==> src/rtl/muskoka_pkg.sv <==
// Shared types and constants for the muskoka reset controller.
package muskoka_pkg;

    typedef enum logic [2:0] {
        RESET,
        SYNC,
        HOLD_P,
        HOLD_C,
        RUN
    } rst_state_e;

    localparam logic [1:0] RST_CAUSE_POR = 2'd0;
    localparam logic [1:0] RST_CAUSE_SW  = 2'd1;
    localparam logic [1:0] RST_CAUSE_WDT = 2'd2;

    function automatic int hold_cnt_width(input int a, input int b);
        int m;
        m = (a > b) ? a : b;
        return (m > 1) ? $clog2(m) : 1;
    endfunction

endpackage

==> src/rtl/muskoka_rst_sync.sv <==
// Reset-release synchronizer: asserts asynchronously, releases after STAGES edges.
module muskoka_rst_sync #(
    parameter int STAGES = 2
) (
    input  logic clk_i,
    input  logic rst_i,
    output logic sync_o
);

    logic [STAGES-1:0] chain;

    always_ff @(posedge clk_i or negedge rst_i) begin
        if (!rst_i) begin
            chain <= '0;
        end else begin
            chain <= {chain[STAGES-2:0], 1'b1};
        end
    end

    assign sync_o = chain[STAGES-1];

endmodule

==> src/rtl/muskoka_rst_ctrl.sv <==
// SoC reset controller: synchronized release, staggered periph/CPU hold,
// software/watchdog soft resets and last-cause recording.
module muskoka_rst_ctrl
    import muskoka_pkg::*;
#(
    parameter int SYNC_STAGES = 2,
    parameter int PERIPH_HOLD = 16,
    parameter int CPU_STAGGER = 4
) (
    input  logic       clk_i,
    input  logic       rst_i,
    input  logic       sw_rst_req_i,
    input  logic       wdt_bite_i,
    output logic       periph_rst_o,
    output logic       cpu_rst_o,
    output logic       rst_done_o,
    output logic [1:0] rst_cause_o
);

    localparam int CNT_W = hold_cnt_width(PERIPH_HOLD, CPU_STAGGER);
    localparam logic [CNT_W-1:0] P_LOAD = CNT_W'(PERIPH_HOLD - 1);
    localparam logic [CNT_W-1:0] C_LOAD = CNT_W'(CPU_STAGGER - 1);

    rst_state_e       state_q, state_d;
    logic [CNT_W-1:0] cnt_q, cnt_d;
    logic             periph_d, cpu_d, done_d;
    logic [1:0]       cause_d;
    logic             sync_ok;

    muskoka_rst_sync #(
        .STAGES(SYNC_STAGES)
    ) u_sync (
        .clk_i  (clk_i),
        .rst_i  (rst_i),
        .sync_o (sync_ok)
    );

    always_ff @(posedge clk_i or negedge rst_i) begin
        if (!rst_i) begin
            state_q      <= RESET;
            cnt_q        <= '0;
            periph_rst_o <= 1'b1;
            cpu_rst_o    <= 1'b1;
            rst_done_o   <= 1'b0;
            rst_cause_o  <= RST_CAUSE_POR;
        end else begin
            state_q      <= state_d;
            cnt_q        <= cnt_d;
            periph_rst_o <= periph_d;
            cpu_rst_o    <= cpu_d;
            rst_done_o   <= done_d;
            rst_cause_o  <= cause_d;
        end
    end

    // Soft requests override the sequence from any post-RESET state.
    always_comb begin
        state_d  = state_q;
        cnt_d    = cnt_q;
        periph_d = periph_rst_o;
        cpu_d    = cpu_rst_o;
        done_d   = rst_done_o;
        cause_d  = rst_cause_o;
        if (state_q != RESET && (sw_rst_req_i || wdt_bite_i)) begin
            state_d  = SYNC;
            periph_d = 1'b1;
            cpu_d    = 1'b1;
            done_d   = 1'b0;
            cause_d  = wdt_bite_i ? RST_CAUSE_WDT : RST_CAUSE_SW;
        end else begin
            case (state_q)
                RESET: begin
                    if (sync_ok) begin
                        state_d = SYNC;
                    end
                end
                SYNC: begin
                    cnt_d   = P_LOAD;
                    state_d = HOLD_P;
                end
                HOLD_P: begin
                    if (cnt_q == '0) begin
                        periph_d = 1'b0;
                        cnt_d    = C_LOAD;
                        state_d  = HOLD_C;
                    end else begin
                        cnt_d = cnt_q - CNT_W'(1);
                    end
                end
                HOLD_C: begin
                    if (cnt_q == '0) begin
                        cpu_d   = 1'b0;
                        done_d  = 1'b1;
                        state_d = RUN;
                    end else begin
                        cnt_d = cnt_q - CNT_W'(1);
                    end
                end
                RUN: begin
                end
                default: begin
                    state_d = RESET;
                end
            endcase
        end
    end

endmodule

==> config.mk <==
export PLATFORM = sky130hd
export DESIGN_NAME = muskoka_rst_ctrl
export DESIGN_NICKNAME = d
export VERILOG_FILES = /design/src/rtl/muskoka_pkg.sv /design/src/rtl/muskoka_rst_sync.sv /design/src/rtl/muskoka_rst_ctrl.sv
export SDC_FILE = /design/constraint.sdc
export NUM_CORES = 1
export LEC_CHECK = 0
export ABC_AREA = 0
export BUFFER_PORTS_ARGS = -buffer_cell sky130_fd_sc_hd__buf_2
export CAP_MARGIN = 0
export CORE_MARGIN = 1.5
export CORE_UTILIZATION = 29
export CTS_CLUSTER_SIZE = 25
export DETAILED_ROUTE_END_ITERATION = 10
export HOLD_SLACK_MARGIN = 0.06
export PLACE_DENSITY_LB_ADDON = 0.08
export SYNTH_ARGS = -nofsm -noshare
export SYNTH_HDL_FRONTEND = slang
export SYNTH_SLANG_ARGS = --single-unit
==> constraint.sdc <==
create_clock -name clk_i -period 1.7 [get_ports clk_i]
set_input_delay 0.255 -clock clk_i [delete_from_list [all_inputs] [get_ports clk_i]]
set_output_delay 0.255 -clock clk_i [all_outputs]
set_load 0.02 [all_outputs]
==> results.md, run 1 <==
* Crit path capture type: flop
* Yosys warnings at 0
* Setup-failing EPs final at 0
* Antenna Nets Post-Route at 0
* R2R setup slack at slightly below 0.1 ns
* # IOs at 9
* GPL Wtd Cong at around 0.7
* Leak at around 0.38 nW
* Initial antenna violation count at 0
* Die width at between 50 and 60 microns
* First-pass GRT wire length at around 2400 microns
* Met3 usage at under 10%
* Clock Pin Slew Worst Setup and Hold Paths at approximately 0.080 ns
* # DRC at 0
* Synth top area share at around two fifths
* GR Util All Layers at 12.1%
* VDD IR-drop max at 552 uV
* N_diodes at 0
* Top Usage Layer GRT: met2
* WL/cell at 12.5 microns
* CP startpoint kind: flop
* Number of synthesized register bits at 14
* Vias in the first global route at roughly 500
* Clk_skew at between 0.002 and 0.0025 ns
* Arr. time, crit path at around 1.8 ns
* Synthesized netlist cell count at slightly below 70
* WP data required at ~1.9 ns
* Initial Util at between 30% and 40%
* Critical R2R Capture: cnt_q[0]$_DFFE_PN0P_
* Area leader, netlist: dfrtp_1
* CTS tree: yes
* Tcrit/Tclk final at around 94%
* Main synth FF type: dfrtp_1
* Overall power at roughly 0.76 mW
* Hpwl dp at about 1000 microns
* DR pass1 iterations at 4
* Most frequent cell after synthesis: dfrtp_1
* Rows at 17
* Post-synth top cells: 12 x dfrtp_1, 6 x nand2_1, 6 x nor2_1
* Vias per cell at ~4.8
* Fillers at ~230
* CP Class: flop to flop
* Max Cap Viol at 0
* Clk Latency, worst-skew pair at 0.28 ns
* Power density over the cells at between 800 and 900 mW/mm^2
* Cell Area, Synth at 721 sq um
* # port buffers at 8
* Top cells by area, synth: dfrtp_1 42%, dfstp_2 7.3%, a2111oi_4 3.8%
* Slowest stage delay, CP at 0.49 ns
* Library cells used by synthesis at 30
* Largest net degree at the start of global routing at 15
* Hold Path Sink: rst_cause_o[0]$_DFFE_PN0P_
* Syn_area_per_cell at between 10 and 15 sq um
* CTS Buf Count at 3
* Met1 usage at around 17%
* Reg2reg path depth at 6
* Root buf cell: clkbuf_4
* Area Overhead vs Synth at 25.0%
* Synthesized Nets at 75
* Max Freq at 624 MHz
* DRT iter0 DRCs at 10
* Placed cell count at 107
* Share of layout cells above drive strength 1 at 36.4%
* Core area at 0.00228 sq mm
* Non-filler instance count after layout at 116
* Hold crit path type: primary input to flop
* Nets at 95
* # clock sinks at 14
* DR vias at roughly 550
* Status: completed
* RSZ-0062 raised after global routing: yes
* Clock Path Buffers at 2
* Met2 global-route usage at between 10% and 20%
* Async SR Flop Fraction at between 90% and 100%
* Hold path cells at 2
* H-tree level count at 1
* CP cell instances: inv_2, ha_4, nor4bb_4, a2111oi_4, nand4_1, o21a_1
* Slowest-stage cell, CP: a2111oi_4
* Minimum clock period at about 1.6 ns
* Hold path startpoint: wdt_bite_i
* Total grt overflow at 0
* Total Wirelength at roughly 1500 microns
* Critical R2R Launch: cnt_q[1]$_DFFE_PN0P_
* Seq/Total Area, Yosys at between 40% and 50%
* CP max FO at 6
* Max-slew violation count at 0
* Full die area at 0.00279 sq mm
* Die height at around 53 microns
* Fin. Hold Viols at 0
* Post-synth EDFFs at 0
==> power breakdown <==
| group | internal [mW] | switching (mW) | total (mW) | leakage, nW |
|---|---|---|---|---|
| registers | 0.355 | 0.0187 | 0.374 | 0.154 |
| logic | 0.0692 | 0.0765 | 0.146 | 0.206 |
| clock network | 0.130 | 0.113 | 0.244 | 0.0210 |
==> critical path: cells and delay by family, from the launching register on <==
kind	cells	cell delay, ns
flops	1	0.37
buf+inv	1	0.06
simple gates	2	0.29
compound gates	2	0.62
fa+ha+maj	1	0.16
==> state kept, by name, summed over array words and instances (netlist names) <==
signal	cells
cnt_q	4
cpu_rst_o	1
periph_rst_o	1
rst_cause_o	2
rst_done_o	1
state_q	3
u_sync.chain	2
==> per-stage QoR <==
step | area [sq um] | hold slack (ns) | utilization (%) | worst slack, ns | TNS, ns
after floorplan | 721 | -0.0406 | - | 0.104 | 0
after global placement | 811 | 0.174 | 35.6 | 0.0363 | 0
after detailed placement | 811 | 0.180 | 35.6 | 0.0134 | 0
after CTS | 857 | 0.170 | 37.7 | 0.0511 | 0
after global routing | 901 | 0.181 | 39.6 | -0.0284 | -0.0284
final | 901 | 0.178 | 39.6 | 0.0970 | 0
==> area by class of cell <==
| type | count | area [sq um] | area share (%) |
|---|---|---|---|
| timing repair buffer | 17 | 110 | 12.2 |
| inverter | 3 | 11.3 | 1.25 |
| sequential | 14 | 354 | 39.3 |
| tap | 28 | 35.0 | 3.89 |
| multi-input combinational | 50 | 354 | 39.3 |
| clock buffer | 4 | 36.3 | 4.03 |
==> per-layer routing <==
| metal | part of all wire, % | up-vias |
|---|---|---|
| met5 | 0 | - |
| met3 | 4.1 | 0 |
| met4 | 0 | 0 |
| li1 | - | 283 |
| met1 | 48 | 264 |
| met2 | 47 | 6 |
==> placed cells by master (no fill, tap or decap), types with 2 or more instances in the layout <==
master / netlist / layout
a21oi_1: 4 / 4
buf_2: 0 / 8
buf_4: 0 / 8
clkbuf_4: 0 / 3
dfrtp_1: 12 / 11
dfstp_2: 2 / 2
inv_2: 0 / 2
nand2_1: 6 / 6
nor2_1: 6 / 6
nor3_1: 5 / 5
nor3b_1: 2 / 2
o21a_1: 2 / 2
o21ai_0: 4 / 4
o22a_2: 2 / 2
or3_1: 2 / 2
==> worst max-delay path by stage <==
stage | end | depth (start not counted) | start | slack (ns)
2_1_floorplan | cnt_q[0]$_DFFE_PN0P_ | 6 | cnt_q[0]$_DFFE_PN0P_ | 0.10
3_3_place_gp | cnt_q[0]$_DFFE_PN0P_ | 6 | cnt_q[0]$_DFFE_PN0P_ | 0.04
3_5_place_dp | cnt_q[0]$_DFFE_PN0P_ | 6 | cnt_q[0]$_DFFE_PN0P_ | 0.01
4_1_cts | cnt_q[0]$_DFFE_PN0P_ | 6 | cnt_q[0]$_DFFE_PN0P_ | 0.05
5_1_grt | cnt_q[0]$_DFFE_PN0P_ | 6 | cnt_q[0]$_DFFE_PN0P_ | -0.03
6_report | cnt_q[0]$_DFFE_PN0P_ | 6 | cnt_q[1]$_DFFE_PN0P_ | 0.1
==> what timing repair did <==
item                       4_1_cts  5_1_grt
gates resized for setup          0        5
pin swaps                        1        4
buffers inserted                 0        4
hold buffers                     1        0
setup endpoints to repair        1        4
hold endpoints to repair        12        0
==> cells by family after synthesis <==
| kind of cell | count (synthesis) | synth area share, % |
|---|---|---|
| AO/OA/AOI/OAI | 18 | 19.8 |
| adder cells (fa/ha/maj) | 2 | 3.47 |
| buffers and inverters | 5 | 3.65 |
| flip-flops | 14 | 49.0 |
| multiplexers | 1 | 1.39 |
| other | 1 | 0.520 |
| AND/OR/NAND/NOR | 28 | 22.2 |
Note: power is estimated with default switching activity, not from simulation.
==> run 2: changes to the inputs <==
- SYNTH_HIERARCHICAL: unset -> 1
==> run 2 against run 1 <==
Net effect: non-clock buffer count up 8; count of clock-buffer cells in the layout unchanged; worst hold slack better by 0.068 ns; power up 3.6%; clock power down 2%; sequential power about the same; largest cell class is now multi-input gates.
==> results.md, run 2 <==
* Clock Pin Slew Worst Setup and Hold Paths at 0.08 ns (about the same)
* Area Overhead vs Synth at 33.6%
* Tcrit/Tclk final at 94.0% (-0.27 points)
* Synthesized Nets at 80 (+6.7%)
* Leak at 0.431 nW (+13%)
* Post-synth EDFFs at 0 (unchanged)
* Sw Ratio at 27.3% (about the same)
* Minimum clock period at 1.60 ns (-0.00459 ns)
* Max Freq at 626 MHz (+0.29%)
* DR pass1 iterations at 2 (-2)
* Arr. time, crit path at 1.77 ns (about the same)
* # IOs at 9 (unchanged)
* Post-Place Setup Slack at -0.0676 ns (-0.0810 ns)
* WP data required at 1.87 ns (about the same)
* CTS tree: yes
* Clk_skew at 0.00131 ns (-0.00102 ns)
* Die width at 53.3 microns (+0.81%)
* Initial antenna violation count at 0 (unchanged)
* Comb power frac at 22.6% (+3.5 points)
* Clock Path Buffers at 2 (unchanged)
* Area leader, netlist: dfrtp_1
* Crit path to: cnt_q[3]$_DFFE_PN0P_
* Most frequent cell after synthesis: dfrtp_1
* Clk network pwr share at 30.0% (-1.9 points)
* Library cells used by synthesis at 30 (unchanged)
* Synth top area share at 41.0% (-0.71 points)
* Final Util at 40.3% (+0.70 points)
* Commonest non-fill, non-tap cell in the layout: buf_4
* Yosys warnings at 6 (+6)
* Vias per cell at 4.85 (+1.8%)
* Hold crit path type: primary input to flop
* Pint at 0.575 mW (+3.6%)
* Crit path capture type: flop
* Biggest regs: cnt_q (4), state_q (3)
* First-pass GRT wire length at 2950 microns (+24%)
* Switching power at 0.216 mW (+3.7%)
* N_diodes at 0 (unchanged)
* R2R setup slack at 0.10 ns (about the same)
* Nets at 106 (+12%)
* Reg2reg path depth at 6 (unchanged)
* Antenna Nets Post-Route at 0 (unchanged)
* Status: completed
* Setup-failing EPs final at 0 (unchanged)
* DR vias at 626 (+13%)
* # port buffers at 8 (unchanged)
* CTS Buf Count at 3 (unchanged)
* Largest net degree at the start of global routing at 15 (unchanged)
* Max reg flops at 4 (unchanged)
* Critical R2R Capture: cnt_q[3]$_DFFE_PN0P_
* Reg power frac at 47.3% (-1.7 points)
* Commonest cells after routing, fill and taps aside: 16 x buf_4, 12 x dfrtp_1, 9 x nor2_1, 8 x buf_2
* # clock sinks at 14 (unchanged)
* CP max FO at 5 (-1)
* CP startpoint kind: flop
* # DRC at 0 (unchanged)
* Number of synthesized register bits at 14 (unchanged)
* Total Wirelength at 1620 microns (+12%)
* DRT iter0 DRCs at 2 (-8)
* Hpwl dp at 1120 microns (+13%)
* Main synth FF type: dfrtp_1
* GPL Wtd Cong at 0.750 (+5.4%)
* Critical R2R Launch: cnt_q[0]$_DFFE_PN0P_
* Async SR Flop Fraction at 100% (unchanged)
* Seq/Total Area, Yosys at 48.1% (-0.84 points)
* Post-synth top cells: 12 x dfrtp_1, 9 x nor2_1, 6 x a21oi_1, 6 x nor3_1
* Full die area at 0.00284 sq mm (+1.6%)
* Cell Area, Synth at 733 sq um (+1.7%)
* Core area at 0.00243 sq mm (+6.9%)
* Power density over the cells at 808 mW/mm^2 (-4.7%)
* Top cells by area, synth: dfrtp_1 41%, dfstp_2 7.2%, nor2_1 4.6%
* H-tree level count at 1 (unchanged)
* Max-slew violation count at 0 (unchanged)
* Fin. Hold Viols at 0 (unchanged)
* Register with the most flip-flops: cnt_q
* GR Util All Layers at 14.8% (+2.7 points)
* VDD IR-drop max at 512 uV (-7.1%)
* Vias in the first global route at 640 (+27%)
* Root buf cell: clkbuf_4
* CP Class: flop to flop
* Share of layout cells above drive strength 1 at 39.4% (+3.0 points)
* Initial Util at 30.1% (-1.5 points)
* Die height at 53.3 microns (+0.81%)
* Synthesized netlist cell count at 74 (+7.2%)
* WL/cell at 12.6 microns (+0.64%)
* Rows at 18 (+1)
* Slack of the critical path at 0.102 ns (+0.00459 ns)
* Clk Latency, worst-skew pair at 0.28 ns (about the same)
* Syn_area_per_cell at 9.91 sq um (-5.1%)
* CP startpoint: cnt_q[0]$_DFFE_PN0P_
* RSZ-0062 raised after global routing: yes
* Max Cap Viol at 0 (unchanged)
* Total grt overflow at 0 (unchanged)
## run 2: cell types whose count changed in the layout (fill, tap and decap cells not counted), sizes merged, moves of 2 or more
| cell | change |
|---|---|
| or3 | -2 |
| buf | +8 |
| a21oi | +2 |
| nor2 | +2 |
| nand2 | -2 |
## run 2: through the flow
| step | power, mW | TNS, ns | hold WS, ns | instance area, sq um | instances |
|---|---|---|---|---|---|
| 3_3_place_gp | 0.521 | 0 | 0.175 | 847 | 116 |
| 2_1_floorplan | 0.461 | 0 | -0.0406 | 733 | 74 |
| 6_report | 0.791 | 0 | 0.246 | 980 | 129 |
| 5_1_grt | 0.843 | -0.00937 | 0.259 | 980 | 129 |
| 3_5_place_dp | 0.519 | -0.134 | 0.170 | 847 | 116 |
| 4_1_cts | 0.784 | 0 | 0.246 | 952 | 127 |
## run 2: kinds of logic after synthesis
group           share of synthesized area, %
fa+ha+maj                               3.41
other cells                            0.511
simple gates                            17.1
flops                                   48.1
compound gates                          26.1
buf+inv                                 4.78
## run 2: power by group through the flow
stage                     sequential, mW  combinational (mW)  clock (mW)
after detailed placement           0.380               0.139           0
after global routing               0.378               0.201       0.263
final                              0.374               0.179       0.238
after CTS                          0.373               0.161       0.250
after global placement             0.381               0.140           0
after floorplan                    0.387              0.0736           0
## run 2: worst max-delay path, stage by stage, from the launching register on
cell	delay, ns
dfrtp_1	0.37
inv_2	0.06
ha_4	0.15
nor3b_4	0.16
a2111oi_4	0.40
o21ai_1	0.14
a22o_1	0.22
## run 2: worst min path at each step
stage / from / end / slack [ns] / depth (start not counted)
after floorplan: rst_i / cnt_q[0]$_DFFE_PN0P_ / -0.04 / 0
after global placement: rst_i / rst_cause_o[0]$_DFFE_PN0P_ / 0.18 / 1
after detailed placement: rst_i / rst_cause_o[1]$_DFFE_PN0P_ / 0.17 / 1
after CTS: wdt_bite_i / rst_cause_o[1]$_DFFE_PN0P_ / 0.25 / 3
after global routing: wdt_bite_i / rst_cause_o[1]$_DFFE_PN0P_ / 0.26 / 3
final: wdt_bite_i / rst_cause_o[1]$_DFFE_PN0P_ / 0.25 / 3
## run 2: cell type report
cell class	count	area [sq um]
fill	257	1450
multi-input combinational	53	372
sequential	14	353
timing repair buffer	25	170
tap	30	37.5
clock buffer	4	36.3
inverter	3	11.3
## run 2: metal layers
metal,track usage (%),part of all wire [%]
met1,17.9,48
met2,24.1,48
met3,5.08,3.5
met4,5.13,1.2
met5,0,0
## run 2: timing repair
item                                    4_1_cts  5_1_grt
cloned                                        0        0
pin swaps                                     1        3
endpoints found under the setup margin        2        5
hold buffers                                  1        0
setup buffers                                 6        3
endpoints found under the hold margin        12        0
resized for setup                             2        4
==> run 3: changes to the inputs <==
- SYNTH_HIERARCHICAL: 1 -> unset
- clock period: 1.7 -> 2 ns (I/O delays scaled with it)
==> run 3 against run 2 <==
Net effect: combinational power fell by 51%; global-route usage fell by 3.7 points; clock power fell by 17%; critical path depth did not move; fmax fell by 7.6%.
==> results.md, run 3 (same netlist as run 1, synthesis figures left out) <==
* Total grt overflow at 0 (unchanged)
* Clk Latency, worst-skew pair at 0.27 ns (about the same)
* First-pass GRT wire length at 2170 microns (-26%)
* Vias per cell at 4.72 (-2.7%)
* Tcrit/Tclk final at 86.5% (-7.5 points)
* # DRC at 0 (unchanged)
* Die height at 52.9 microns (-0.81%)
* Clock Path Buffers at 2 (unchanged)
* Max Freq at 578 MHz (-7.6%)
* Die width at 52.9 microns (-0.81%)
* Register with the most flip-flops: cnt_q
* Nets at 87 (-18%)
* Arr. time, crit path at 1.90 ns (+0.13 ns)
* Core area at 0.00228 sq mm (-6.4%)
* CP cell instances: inv_1, ha_1, nor4bb_4, a2111oi_4, nand4_1, o21a_1
* Initial Util at 31.7% (+1.5 points)
* Slowest stage delay, CP at 0.49 ns (+0.09 ns)
* DR pass1 iterations at 6 (+4)
* Overall power at 0.607 mW (-23%)
* WHS at 0.235 ns (-0.0105 ns)
* CTS tree: yes
* Non-filler instance count after layout at 108 (-16%)
* WL/cell at 12.0 microns (-4.8%)
* Max reg flops at 4 (unchanged)
* Power density over the cells at 734 mW/mm^2 (-9.1%)
* Final TNS setup at 0 ns (unchanged)
* # port buffers at 8 (unchanged)
* H-tree level count at 1 (unchanged)
* CTS hold repair buffers at 1 (unchanged)
* Crit path capture type: flop
* Antenna Nets Post-Route at 0 (unchanged)
* CP Class: flop to flop
* Post-cts sizing count at 0 (-2)
* # IOs at 9 (unchanged)
* VDD IR-drop max at 391 uV (-24%)
* Commonest non-fill, non-tap cell in the layout: dfrtp_1
* Slowest-stage cell, CP: a2111oi_4
* Hold crit path type: primary input to flop
* Setup-failing EPs final at 0 (unchanged)
* Max-slew violation count at 0 (unchanged)
* Hpwl dp at 974 microns (-13%)
* Slack of the critical path at 0.270 ns (+0.169 ns)
* Total Wirelength at 1300 microns (-20%)
* Largest net degree at the start of global routing at 15 (unchanged)
* Share of layout cells above drive strength 1 at 25.0% (-14 points)
* CP max FO at 6 (+1)
* DRT iter0 DRCs at 10 (+8)
* Fin. Hold Viols at 0 (unchanged)
* Root buf cell: clkbuf_4
* Status: completed
* RSZ-0062 raised after global routing: no
* Leak at 0.346 nW (-20%)
* Post-CTS setup buffers at 0 (-6)
* Placed cell count at 103 (-11%)
* N_diodes at 0 (unchanged)
* Area Overhead vs Synth at 14.8%
* Full die area at 0.00279 sq mm (-1.6%)
* CP startpoint kind: flop
* CTS Buf Count at 3 (unchanged)
* Biggest regs: cnt_q (4), state_q (3)
* Max Cap Viol at 0 (unchanged)
* WP data required at 2.17 ns (+0.30 ns)
* Minimum clock period at 1.73 ns (+0.131 ns)
* Vias in the first global route at 464 (-28%)
* # clock sinks at 14 (unchanged)
* GR Util All Layers at 11.1% (-3.7 points)
* Initial antenna violation count at 0 (unchanged)
* Post-Place Setup Slack at 0.273 ns (+0.341 ns)
* GPL Wtd Cong at 0.711 (-5.2%)
* Commonest cells after routing, fill and taps aside: 12 x dfrtp_1, 8 x buf_2, 6 x nor2_1, 6 x nand2_1, 5 x nor3_1
* Clk_skew at 0.00154 ns (+0.000229 ns)
* DR vias at 510 (-19%)
* Clock Pin Slew Worst Setup and Hold Paths at 0.08 ns (about the same)
* Rows at 17 (-1)
==> run 3: changes by cell type in the layout (fill, tap and decap cells not counted), moves of 2 or more <==
cell     previous run  this run
inv_2               2         0
or3_1               0         2
nor2_1              9         6
a21oi_1             6         4
inv_1               1         3
buf_4              16         0
nand2_1             4         6
nor3b_1             0         2
==> run 3: area by class of cell <==
class / count / area [sq um]
Multi-Input combinational cell: 50 / 342
Clock buffer: 4 / 36.3
Fill cell: 227 / 1450
Timing Repair Buffer: 9 / 50.0
Sequential cell: 14 / 353
Inverter: 3 / 11.3
Tap cell: 28 / 35.0
==> run 3: final timing paths <==
| path | from | to | cells past startpoint | slack, ns |
|---|---|---|---|---|
| worst min register to register | u_sync.chain[0]$_DFF_PN0_ | u_sync.chain[1]$_DFF_PN0_ | 0 | 0.36 |
| max in group asynchronous | rst_i | cpu_rst_o$_DFFE_PN1P_ | 2 | 1.27 |
| worst min-delay path | wdt_bite_i | rst_cause_o[0]$_DFFE_PN0P_ | 2 | 0.24 |
| worst max-delay path | cnt_q[0]$_DFFE_PN0P_ | cnt_q[0]$_DFFE_PN0P_ | 6 | 0.27 |
| min in group asynchronous | rst_i | cnt_q[2]$_DFFE_PN0P_ | 2 | 0.44 |
| worst max register to register | cnt_q[0]$_DFFE_PN0P_ | cnt_q[0]$_DFFE_PN0P_ | 6 | 0.27 |
==> run 3: power by group <==
part           leakage, nW  total [mW]  internal (mW)  switching (mW)
combinational        0.169      0.0880         0.0369          0.0510
sequential           0.155       0.321          0.302          0.0196
clock               0.0210       0.198          0.111          0.0870
==> run 3: per-layer routing <==
metal / up-vias / routed length [microns] / share of wire [%] / GRT usage, %
li1: 267 / - / - / -
met1: 233 / 648 / 50 / 15.4
met2: 10 / 581 / 45 / 16.0
met3: 0 / 65 / 5.0 / 5.08
met4: 0 / 0 / 0 / 1.28
met5: - / 0 / 0 / 0
==> run 3: worst max-delay path: cells and delay by family (launching register included) <==
family,cells,cell delay [ns]
buffers and inverters,1,0.07
AOI/OAI and AO/OA,2,0.61
DFF,1,0.39
and+or+nand+nor,2,0.33
adders and majority gates,1,0.23
==> run 3: stage by stage <==
step                area [sq um]  utilization [%]
floorplan                    721                -
global placement             781             34.3
detailed placement           781             34.3
CTS                          827             36.3
global route                 827             36.3
finish                       827             36.3
